## src/rtl/line_byte_sequencer.sv

```systemverilog
// Critical-byte-first burst sequencer for a 16:1 line byte mux.
// Drives the mux select and registers the selected byte onto a valid/ready port.
module line_byte_sequencer #(
    parameter int DATA_W = 8,
    parameter int SEL_W  = 4
) (
    input  logic              clk,
    input  logic              rst_n,
    input  logic              req_valid,
    output logic              req_ready,
    input  logic [SEL_W-1:0]  req_offset,
    input  logic [SEL_W-1:0]  req_len,
    input  logic              abort,
    output logic [SEL_W-1:0]  mux_sel,
    input  logic [DATA_W-1:0] mux_byte,
    output logic              out_valid,
    input  logic              out_ready,
    output logic [DATA_W-1:0] out_data,
    output logic              out_last,
    output logic              busy,
    output logic              done
);

    localparam int CNT_W = SEL_W + 1;
    localparam logic [CNT_W-1:0] FULL = CNT_W'(2 ** SEL_W);
    localparam logic [CNT_W-1:0] ONE  = CNT_W'(1);

    typedef enum logic [1:0] {
        IDLE   = 2'd0,
        STREAM = 2'd1,
        DONE   = 2'd2
    } state_t;

    state_t            state, state_n;
    logic [SEL_W-1:0]  ptr, ptr_n;
    logic [CNT_W-1:0]  rem, rem_n;
    logic              ov, ov_n;
    logic [DATA_W-1:0] od, od_n;
    logic              ol, ol_n;
    logic              load;
    logic              take;

    // Next-state and datapath: load a byte whenever the output slot is
    // free or being drained, finish when the last byte is taken.
    always_comb begin
        state_n = state;
        ptr_n   = ptr;
        rem_n   = rem;
        ov_n    = ov;
        od_n    = od;
        ol_n    = ol;
        take    = ov && out_ready;
        load    = 1'b0;
        unique case (state)
            IDLE: begin
                if (req_valid) begin
                    ptr_n   = req_offset;
                    rem_n   = (req_len == '0) ? FULL : {1'b0, req_len};
                    state_n = STREAM;
                end
            end
            STREAM: begin
                load = (rem != '0) && (!ov || out_ready);
                if (load) begin
                    od_n  = mux_byte;
                    ov_n  = 1'b1;
                    ol_n  = (rem == ONE);
                    ptr_n = ptr + 1'b1;
                    rem_n = rem - ONE;
                end else if (take) begin
                    ov_n    = 1'b0;
                    ol_n    = 1'b0;
                    state_n = DONE;
                end
            end
            DONE: begin
                state_n = IDLE;
            end
            default: begin
                state_n = IDLE;
            end
        endcase
        // Cancel drops the burst outright; the held byte is discarded.
        if (abort && (state != IDLE)) begin
            state_n = IDLE;
            ptr_n   = ptr;
            rem_n   = '0;
            ov_n    = 1'b0;
            od_n    = od;
            ol_n    = 1'b0;
        end
    end

    // State register with synchronous active-low reset.
    always_ff @(posedge clk) begin
        if (!rst_n) begin
            state <= IDLE;
            ptr   <= '0;
            rem   <= '0;
            ov    <= 1'b0;
            od    <= '0;
            ol    <= 1'b0;
        end else begin
            state <= state_n;
            ptr   <= ptr_n;
            rem   <= rem_n;
            ov    <= ov_n;
            od    <= od_n;
            ol    <= ol_n;
        end
    end

    assign mux_sel   = ptr;
    assign req_ready = (state == IDLE);
    assign busy      = (state != IDLE);
    assign done      = (state == DONE);
    assign out_valid = ov;
    assign out_data  = od;
    assign out_last  = ol;

endmodule

```

## config.mk

```make
export PLATFORM = sky130hd
export DESIGN_NAME = line_byte_sequencer
export DESIGN_NICKNAME = d
export VERILOG_FILES = /design/src/rtl/line_byte_sequencer.sv
export SDC_FILE = /design/constraint.sdc
export NUM_CORES = 1
export LEC_CHECK = 0
export ABC_AREA = 1
export CAP_MARGIN = 20
export CORE_ASPECT_RATIO = 0.7
export CORE_MARGIN = 1.5
export CORE_UTILIZATION = 48
export CTS_CLUSTER_DIAMETER = 200
export DETAILED_ROUTE_END_ITERATION = 12
export PLACE_DENSITY = 0.83
export SYNTH_ARGS = -nofsm -noshare
export SYNTH_HDL_FRONTEND = slang
export SYNTH_SLANG_ARGS = --single-unit
```

## constraint.sdc

```tcl
create_clock -name clk -period 2.4 [get_ports clk]
set_clock_uncertainty 0.05 [all_clocks]
set_input_delay 0.48 -clock clk [delete_from_list [all_inputs] [get_ports clk]]
set_output_delay 0.48 -clock clk [all_outputs]
set_load 0.01 [all_outputs]
```

# After elaboration in Yosys (flattened, before gate mapping)
# Index checks and enable logic that the tools add are counted.
# totals
regBits	21
input_bits	21
out_inout_bits	17
wordCells	48
# classes
n_addsub	2
eq_ne	7
n_mux	14
bitwise	2
reduce_logical	17
# ops
op	n
2-to-1 mux 5 bit	3
one-hot mux 5 bit (2 select lines)	1
AND reduction 3 bit	3
2-to-1 mux 4 bit	2
!= test 2 bit, second input constant	4
one-hot mux 4 bit (2 select lines)	1
2-to-1 mux 2 bit	3
nonzero test 2 bit	3
equality test 5 x 1 -> 1 bit, second input constant	1
nonzero test 5 bit	1
subtractor 5 x 1 -> 5 bit, second input constant	1
adder 4 x 1 -> 4 bit, second input constant	1
logical NOT 4 bit	1
one-hot mux 2 bit (2 select lines)	1
AND reduction 4 bit	1
logical AND 1 bit	3
2-to-1 mux 1 bit	3
equality test 2 x 1 -> 1 bit, second input constant	1
equality test 2 bit, second input constant	1
logical NOT 2 bit	1
NOT 1 bit	2
AND reduction 2 bit	1
OR reduction 2 bit	1
logical NOT 1 bit	1
logical OR 1 bit	1

# Logic depth before layout (Yosys ltp)
# Gate-level depths: netlist of run 1.
# logic_depth
word_depth	5
depth_mapped	9
ltp_nobuf	9

# Least setup slack after synthesis of run 1
# Ideal clock, no wire load.
# synth_path
path_kind	flip-flop to flip-flop
start	reg rem[0]
end	reg ptr[0] (netlist: mux_sel[0])
setup_time_ns	0.115
t_arrival_ns	1.164
t_required_ns	2.235
path_slack_ns	1.071
stages_incl_launch_ff	8
n_path_buf	1
synth_period_minus_slack_ns	1.329
cell_sequence	dfxtp_1 -> inv_1 -> ha_1 -> nand3_2 -> nand3_4 -> buf_6 -> a21oi_1 -> nor2_1
# synth_between
elab_chain_cells	4
# synth_lines
element	line	source
start: declaration	36	logic [CNT_W-1:0] rem, rem_n;
start signal: assignment	106	rem <= rem_n;
nonzero test 5 bit	63	load = (rem != '0) && (!ov || out_ready);
logical AND 1 bit	63	
!= test 2 bit (no line)	--	
AND reduction 4 bit (no line)	--	
end signal: assignment	105	ptr <= ptr_n;
end: declaration	35	logic [SEL_W-1:0] ptr, ptr_n;
# Every way passes these cells.
# A chain may end at the register's enable or synchronous reset.

# Worst setup path after layout of run 1
# layout_path
start	reg state[0]
end	out busy
# layout_between
elab_chain_cells	1
# layout_lines
element	line	source
start: declaration	34	state_t state, state_n;
start signal: assignment	104	state <= state_n;
nonzero test 2 bit	115	assign busy = (state != IDLE);
end: declaration	20	output logic busy,
# Every way passes these cells.

==> results.py, run 1 <==
metrics = {
    "job": {
        "cap_violations": 0,
    },
    "floorplan": {
        "die_height_um": 43.8,
        "start_util_pct": 52.0,
        "fp.dieW_um": 61.2,
        "core.rowCount": 14,
        "die-area_um2": 2680,
        "core_um2": 2190,
        "io_pins": 38,
    },
    "critical_path": {
        "crit_required_ns": 1.87,
        "cp.depth": 3,
        "worstReg2RegStart": "rem[0]",
        "timing.rr.end": "rem[0]",
        "worst_path_max_delay_cell": "clkdlybuf4s50_1",
        "cp_slowest_stage_delay_ns": 0.54,
        "worst-path-max-fanout": 5,
        "startpoint": "state[0]",
        "rr_worst_depth": 7,
        "reg2reg_setup_slack_ns": 0.86,
        "crit_path_end_kind": "output pin",
        "crit_arrival_ns": 1.44,
        "cp-endpoint": "busy",
        "worstPathCellList": "nor2_4, inv_4, clkdlybuf4s50_1",
        "path_buf_inv": 2,
        "crit_type": "reg2out",
        "crit_path_start_kind": "flop",
        "cp_top_family": "buffers and inverters",
    },
    "power": {
        "leakage_nw": 0.666,
        "power.density_nw_per_um2": 1230,
        "total_power_mw": 1.93,
        "max-vdd-ir-drop_uv": 710,
    },
    "synthesis": {
        "yosys_warnings": 0,
        "ys_seq_area_share_pct": 36.9,
        "synth_ff_type": "dfxtp_1",
        "postSynth.asyncResetShare_pct": 0,
        "syn_nets": 190,
        "synth_seq_cells": 21,
        "synth_area_um2": 1140,
        "synthTopCellsByArea": "dfxtp_1 37%, nand2_1 14%, nand3_1 7.9%",
        "synth_edf_count": 0,
        "synthCells": 166,
        "avgSynthCellArea_um2": 6.86,
        "synth_top_area_cell": "dfxtp_1",
        "yosysTopAreaCellShare_pct": 36.9,
        "ys_types": 26,
    },
    "sta": {
        "drv_slew": 0,
        "tightest_slew_ns": 0.361,
        "relSlewSlack_pct": 75.8,
        "timing.fmax_mhz": 509,
        "setup_viol": 0,
        "rsz0062_at_grt": "no",
        "hold_violations": 0,
        "fin_crit_ns": 1.97,
        "fin_setup_tns_ns": 0,
        "fin_crit_sh_pct": 81.9,
    },
    "clocking": {
        "clkTransAtPathRegs_ns": 0.12,
        "cts-root-buf": "clkbuf_4",
        "cts_buffers": 3,
        "clk_latency_ns": 0.31,
        "cts_hold_buf": 0,
        "post_cts_buffers": 0,
        "cts_tree": "yes",
        "cts_resized": 0,
        "cts_buffer_depth": 2,
        "cts_max_level": 1,
        "cts.sinks": 21,
    },
    "place": {
        "dp_hpwl_mm": 2.12,
        "dpl-instance-area_um2": 1540,
        "port_buffers": 37,
        "place.gp.congestion": 0.819,
    },
    "finish": {
        "diodes": 0,
        "nets": 231,
        "syn2layout_area_growth_pct": 37.6,
        "design_area_um2": 1570,
        "drive_gt1_share_pct": 9.22,
    },
    "worst_hold_path": {
        "hold_class": "reg2reg",
    },
    "global_routing": {
        "grt_pass1_vias": 1077,
        "grt.overflow.total": 0,
        "grtUsageTotal_pct": 22.9,
        "grt_max_degree": 17,
        "grt_pass1_wl_mm": 4.57,
        "antenna_found_initial": 0,
    },
    "status": {
        "outcome": "finished clean",
    },
    "drt": {
        "num_vias": 1212,
        "first_pass_iters": 4,
        "remaining_drc_errors": 0,
        "wl_per_cell_um": 11.6,
        "via_per_inst": 5.09,
        "drt_iter0_drc": 55,
        "ant_nets": 0,
        "drt-total-wl_mm": 2.75,
    },
}
## cell usage in the layout (no fill, tap or decap), types with 2 or more instances in the layout
cell type and n:
nand2_1 41, clkdlybuf4s50_1 37, nor2_1 22, dfxtp_1 21, nand3_1 18, a21oi_1 14, inv_1 13, o21ai_0 12
nand2_2 3, ha_1 3, clkbuf_4 3, nor2_4 2, inv_2 2
## sequential cells by signal (all words and copies together), names as in the netlist
| signal | cells |
|---|---|
| out_last | 1 |
| out_data | 8 |
| rem | 5 |
| out_valid | 1 |
| state | 2 |
| mux_sel | 4 |
## report_power, final
group / switching, mW / internal, mW
Sequential: 0.121 / 0.479
Clock: 0.112 / 0.0651
Combinational: 0.665 / 0.487
Total: 0.898 / 1.03
## worst min path at each step
stage / slack, ns / end / from / cells after the start
after detailed placement: 0.41 / out_data[0] / out_data[0] / 2
after global placement: 0.40 / out_data[6] / out_data[6] / 2
final: 0.43 / out_data[7] / out_data[7] / 2
after floorplan: 0.44 / out_data[0] / out_data[0] / 2
after CTS: 0.43 / out_data[0] / out_data[0] / 2
after global routing: 0.45 / out_data[1] / out_data[1] / 2
## cell families (layout without fill, tap and decap cells)
group / count (synthesis) / after routing / synth area share, %
buffers and inverters: 20 / 60 / 7.69
AOI/OAI and AO/OA: 29 / 29 / 14.0
and+or+nand+nor: 93 / 93 / 38.1
adders and majority gates: 3 / 3 / 3.30
DFF: 21 / 21 / 36.9
## worst reg2reg max path: cells and delay by family, from the launching register on
family                     cells  cell delay [ns]
AOI/OAI and AO/OA              1             0.21
adders and majority gates      1             0.25
buffers and inverters          1             0.10
DFF                            1             0.36
and+or+nand+nor                4             0.47
## cell usage after synthesis (2+ instances only)
library cell / number
inv_2: 2
nand2_1: 41
nand2_2: 3
inv_1: 13
a21oi_1: 14
nor2_4: 2
o21ai_0: 12
dfxtp_1: 21
ha_1: 3
nand3_1: 18
nor2_1: 22
## stage by stage
step	utilization, %	hold WS (ns)	worst slack (ns)	instances
3_3_place_gp	70.3	0.402	0.602	234
3_5_place_dp	70.3	0.409	0.552	234
4_1_cts	71.5	0.427	0.415	238
5_1_grt	71.5	0.448	0.361	238
2_1_floorplan	-	0.437	1.07	166
6_report	71.5	0.426	0.435	238
## layout make-up
type,instances,area [um^2]
inverters,18,71.3
repair buffers,38,378
well taps,32,40.0
multi-input cells,125,631
fillers,188,623
flip-flops and latches,21,420
clock buffers,4,26.3
## routing by layer
metal  GRT usage [%]  wire length, um  part of all wire (%)
met1            30.8             1380                    50
met2            36.4             1250                    46
met3            5.67              107                   3.9
met4            6.52               13                  0.47
met5               0                0                     0
Power figures use the tool's default switching activity.
==> inputs of run 2 (changes only) <==
CORE_UTILIZATION = 45   (was 48)
PLACE_DENSITY = 0.79   (was 0.83)
clock period = 1.9 ns   (was 2.4 ns; I/O delays follow)
==> run 2 against run 1 <==
Effect of this change: register-to-register slack got worse by 0.49 ns; cell count up 1.7%; critical path depth stayed put; routed wire length up 3.6%; first-iteration DRC count fell by 20%; non-clock buffer count is 2 higher; sequential cell count unchanged; critical endpoint unchanged; largest cell class unchanged.
==> results.py, run 2 (synthesized netlist as in run 1, its figures left out) <==
metrics = {
    "worst_hold_path": {
        "holdPathStages": 2,
        "hold_class": "reg2reg",
        "hold_start": "out_data[4]",
        "holdPathEnd": "out_data[4]",
    },
    "power": {
        "power.density_nw_per_um2": 1550,
        "total_power_mw": 2.46,
        "max-vdd-ir-drop_uv": 822,
        "leakage_nw": 0.679,
    },
    "drt": {
        "drt-total-wl_mm": 2.85,
        "num_vias": 1218,
        "drt_iter0_drc": 44,
        "first_pass_iters": 5,
        "wl_per_cell_um": 11.8,
        "remaining_drc_errors": 0,
        "ant_nets": 0,
        "via_per_inst": 5.03,
    },
    "critical_path": {
        "worstReg2RegStart": "rem[0]",
        "rr_worst_depth": 8,
        "worst_path_max_delay_cell": "clkdlybuf4s50_1",
        "timing.rr.end": "rem[4]",
        "worst-path-max-fanout": 5,
        "worstPathCellList": "nor2_4, inv_4, clkdlybuf4s50_1",
        "crit_path_end_kind": "output pin",
        "path_buf_inv": 2,
        "cp_slowest_stage_delay_ns": 0.53,
        "reg2reg_setup_slack_ns": 0.37,
        "crit_arrival_ns": 1.36,
        "crit_path_start_kind": "flop",
        "cp_top_family": "buffers and inverters",
        "crit_type": "reg2out",
        "crit_required_ns": 1.47,
    },
    "status": {
        "outcome": "finished clean",
    },
    "finish": {
        "diodes": 0,
        "largest_register_ffs": 8,
        "fillers": 216,
        "syn2layout_area_growth_pct": 39.5,
        "final_util_pct": 65.6,
        "nets": 233,
        "drive_gt1_share_pct": 11.5,
        "final_common_cell": "nand2_1",
        "layout_common_cells": "41 x nand2_1, 37 x clkdlybuf4s50_1, 22 x nor2_1, 19 x dfxtp_1, 18 x nand3_1",
    },
    "sta": {
        "rsz0062_at_grt": "no",
        "timing.fmax_mhz": 558,
        "fin_setup_tns_ns": 0,
        "hold_violations": 0,
        "setup_ws_ns": 0.107,
        "holdWs_ns": 0.424,
        "drv_slew": 0,
        "setup_viol": 0,
        "tightest_slew_ns": 0.294,
        "fin_crit_ns": 1.79,
        "fin_crit_sh_pct": 94.4,
        "relSlewSlack_pct": 80.3,
    },
    "clocking": {
        "cts.sinks": 21,
        "cts_buffers": 3,
        "cts_buffer_depth": 2,
        "post_cts_buffers": 0,
        "clkTransAtPathRegs_ns": 0.11,
        "cts_hold_buf": 0,
        "cts_tree": "yes",
        "cts_max_level": 1,
        "cts-root-buf": "clkbuf_4",
        "clk_latency_ns": 0.31,
    },
    "global_routing": {
        "grt_pass1_vias": 1111,
        "grtUsageTotal_pct": 21.7,
        "grt.overflow.total": 0,
        "grt_max_degree": 17,
        "antenna_found_initial": 0,
        "grt_pass1_wl_mm": 4.81,
    },
    "floorplan": {
        "start_util_pct": 47.0,
        "die_height_um": 45.1,
        "io_pins": 38,
        "fp.dieW_um": 63.1,
        "core.rowCount": 15,
        "die-area_um2": 2850,
        "core_um2": 2420,
    },
    "job": {
        "cap_violations": 0,
    },
    "place": {
        "place.gp.congestion": 0.862,
        "dp_hpwl_mm": 2.15,
        "port_buffers": 37,
        "dp_slack_ns": 0.177,
    },
}
-- run 2: timing repair --
action,4_1_cts,5_1_grt
hold endpoints to repair,0,0
gates resized for setup,0,2
setup endpoints to repair,0,2
-- run 2: layer usage --
metal	up-vias	GRT usage (%)	part of all wire, %
li1	621	-	-
met1	551	27.6	48
met2	36	36.2	45
met3	10	5.24	4.3
met4	0	9.78	2.4
met5	-	0	0
-- run 2: where the power goes --
part | switching, mW | total, mW | internal [mW]
Combinational | 0.852 | 1.48 | 0.628
Clock | 0.136 | 0.214 | 0.0787
Sequential | 0.158 | 0.768 | 0.610
-- run 2: worst register-to-register path, stage by stage, from the launching register on --
cell and delay, ns:
dfxtp_1 0.39, inv_1 0.09, ha_1 0.25, nand3_2 0.14, nand2_2 0.12, nand2_2 0.15, inv_2 0.08, nor2_1 0.12
nor2_1 0.05
-- run 2: how the worst max path moves through the flow --
stage / startpoint / end / slack [ns] / cells after the start
after CTS: state[0] / busy / 0.03 / 3
after global routing: state[1] / done / 0.03 / 3
after detailed placement: out_ready / rem[4] / 0.18 / 8
after global placement: out_ready / rem[4] / 0.23 / 8
after floorplan: rem[0] / mux_sel[0] / 0.57 / 7
final: state[0] / busy / 0.11 / 3
-- run 2: final cells by class --
| type | count | area (um^2) | share of cell area, % |
|---|---|---|---|
| Multi-Input combinational cell | 125 | 631 | 39.7 |
| Sequential cell | 21 | 423 | 26.6 |
| Timing Repair Buffer | 40 | 393 | 24.7 |
| Inverter | 18 | 71.3 | 4.49 |
| Tap cell | 34 | 42.5 | 2.68 |
| Clock buffer | 3 | 22.5 | 1.42 |
| Clock inverter | 1 | 5.00 | 0.315 |
-- run 2: stage by stage --
stage	cell area [um^2]	cells
floorplan	1140	166
global placement	1560	238
detailed placement	1560	238
CTS	1590	242
global route	1590	242
finish	1590	242
==> inputs of run 3 (changes only) <==
HOLD_SLACK_MARGIN = 0.1   (was unset)
==> results of run 3 <==
Same layout as run 2: the final DEF is identical, and so are final timing and power.
==> patch: new RTL, flow settings as in run 3 <==
Change the parameter `SEL_W` from 4 to 6.
--- a/src/rtl/line_byte_sequencer.sv
+++ b/src/rtl/line_byte_sequencer.sv
@@ -4,3 +4,3 @@
     parameter int DATA_W = 8,
-    parameter int SEL_W  = 4
+    parameter int SEL_W  = 6
 ) (
Ports: changed (resized mux_sel, req_len and req_offset); port bits go from 38 to 44. The function was not compared with the original's and may differ.
==> patch against run 3 <==
Sequential cell count up 4; largest power group unchanged; wire length up 17%; setup slack got worse by 0.039 ns; power decreased by 16%; register-to-register slack worse by 0.18 ns; final area is 24% higher; area after synthesis grew 27%; synthesized cell count rose by 31%; largest cell class unchanged; critical path depth did not move; global-route usage shrank 2.0 points.
==> patch: results (changes against run 3) <==
| Metric | Value |
|---|---|
| Outcome | finished, final reports clean |
| Worst-Skew Late Latency | 0.28 ns (-0.03 ns) |
| Number of diodes | 0 (unchanged) |
| Hold Crit Depth | 2 (unchanged) |
| DR WL/cell | 11.26 um (-4.4%) |
| Register-to-Register Setup Slack | 0.19 ns (-0.18 ns) |
| Max reg flops | 8 (unchanged) |
| Syn_area_per_cell | 6.665 sq um (-2.8%) |
| CTS root buf | clkbuf_8 |
| Tightest Pin Transition | 0.2931 ns (-0.001251 ns) |
| Async S/R FF share, synth | 0% (unchanged) |
| R2R depth | 10 (+2) |
| Top FF cell, synth | dfxtp_1 |
| Hold Path End | out_data[0]$_SDFFE_PN0P_ |
| Highest ir drop seen on vdd | 0.0004828 V (-41%) |
| FF-to-FF Start | rem[1]$_SDFFE_PP0P_ |
| Largest net degree at the start of global routing | 17 (unchanged) |
| Synth unique cells | 30 (+15%) |
| Register area share after synthesis | 34.60% (-2.3 points) |
| Via count | 1478 (+21%) |
| HPWL after detailed placement | 2.460 mm (+15%) |
| CTS buffer count | 3 (unchanged) |
| Nets@finish | 290 (+24%) |
| Gp weighted congestion | 0.8332 (-3.3%) |
| R2R Path End | rem[5]$_SDFFE_PP0P_ |
| Initial antenna violation count | 0 (unchanged) |
| Layout cells sized above 1 | 9.579% (-2.0 points) |
| Leakage power | 0.8445 nW (+24%) |
| Tot GR Track Use | 19.73% (-2.0 points) |
| Vias in the first global route | 1283 (+15%) |
| TritonRoute pass-1 iters | 4 (-1) |
| Min-Delay Path Class | reg -> reg |
| Syn nets | 245 (+29%) |
| Placed insts | 293 (+23%) |
| CTS clk-pin slew, worst paths | 0.09 ns (-0.02 ns) |
| WP data arrival | 1.40 ns (+0.04 ns) |
| First-pass GRT wire length | 5.685 mm (+18%) |
| Top cells by area, synth | dfxtp_1, nand2_1, nor2_1, inv_1, nand3_1 |
| Hold path startpoint | out_data[0]$_SDFFE_PN0P_ |
| CTS max path bufs | 2 (unchanged) |
| Post-route insts no fill | 297 (+23%) |
| Top cells by count, synth | nand2_1, nor2_1, dfxtp_1, inv_1, nand3_1 |
| Synth warnings | 0 (unchanged) |
| I/O Buffers | 43 (+16%) |
| Fillers | 269 (+25%) |
| Slowest-stage cell, CP | clkdlybuf4s50_1 |
| Initial DRC count | 96 (+120%) |
| Worst-path maximum fanout | 4 (-1) |
==> patch: cell types whose count changed in the layout (fill, tap and decap cells not counted), sizes merged, moves of 3 or more <==
cell           delta
nor2             +14
inv              +13
o21ai             +9
nand2             +8
clkdlybuf4s50     +6
dfxtp             +4
clkinv            -3
nand3             -3
==> patch: power by group <==
part	total (mW)	switching, mW	leakage (nW)	internal [mW]
clock network	0.328	0.179	0.0217	0.149
registers	0.752	0.113	0.206	0.639
logic	0.996	0.563	0.616	0.434
==> patch: cell families (layout without fill, tap and decap cells) <==
kind of cell / Yosys count / in the layout / share of synthesized area (%)
buffers and inverters: 34 / 78 / 10.21
XOR/XNOR: 1 / 1 / 0.6056
flip-flops: 25 / 25 / 34.60
AND/OR/NAND/NOR: 116 / 116 / 38.50
AO/OA/AOI/OAI: 38 / 38 / 13.50
adder cells (fa/ha/maj): 3 / 3 / 2.595
==> patch: per-stage QoR <==
stage / hold WS (ns) / area, sq um / util (%) / setup WS (ns)
6_report: 0.3979 / 1968 / 67.34 / 0.06747
5_1_grt: 0.4133 / 1968 / 67.34 / 0.01165
4_1_cts: 0.3980 / 1948 / 66.65 / 0.03837
3_5_place_dp: 0.3837 / 1898 / 64.94 / 0.03811
3_3_place_gp: 0.3812 / 1898 / 64.94 / 0.05406
2_1_floorplan: 0.4171 / 1446 / - / 0.3980
==> patch: layout make-up <==
cell class              instances  share of cell area (%)
clock buffers                   3                   2.098
clock inverters                 1                  0.3814
multi-input cells             158                   41.45
inverters                      29                   5.531
repair buffers                 45                   22.63
flip-flops and latches         25                   25.62
well taps                      36                   2.289
==> patch: timing repair <==
action	4_1_cts	5_1_grt
cloned	0	0
pin swaps	0	0
setup buffers	0	0
setup endpoints to repair	2	4
resized for setup	1	3
==> patch: routing by layer <==
layer	track usage, %	up-vias	share of wire, %
li1	-	783	-
met1	29.10	643	50
met2	29.28	50	41
met3	4.819	2	8.2
met4	3.774	0	0.36
met5	0	-	0
==> patch: worst max path at each step <==
| stage | start | to | slack, ns | cells past startpoint |
|---|---|---|---|---|
| floorplan | rem[0]$_SDFFE_PP0P_ | out_data[5]$_SDFFE_PN0P_ | 0.40 | 9 |
| global placement | out_ready | out_data[2]$_SDFFE_PN0P_ | 0.05 | 6 |
| detailed placement | out_ready | out_data[7]$_SDFFE_PN0P_ | 0.04 | 6 |
| CTS | state[1]$_SDFFE_PP0P_ | done | 0.04 | 3 |
| global route | state[1]$_SDFFE_PP0P_ | done | 0.01 | 3 |
| finish | state[1]$_SDFFE_PP0P_ | done | 0.07 | 3 |
==> patch: critical path, delay by kind of cell, from the launching register on <==
family	cells	cell delay (ns)
and+or+nand+nor	1	0.11
buffers and inverters	2	0.60
DFF	1	0.41
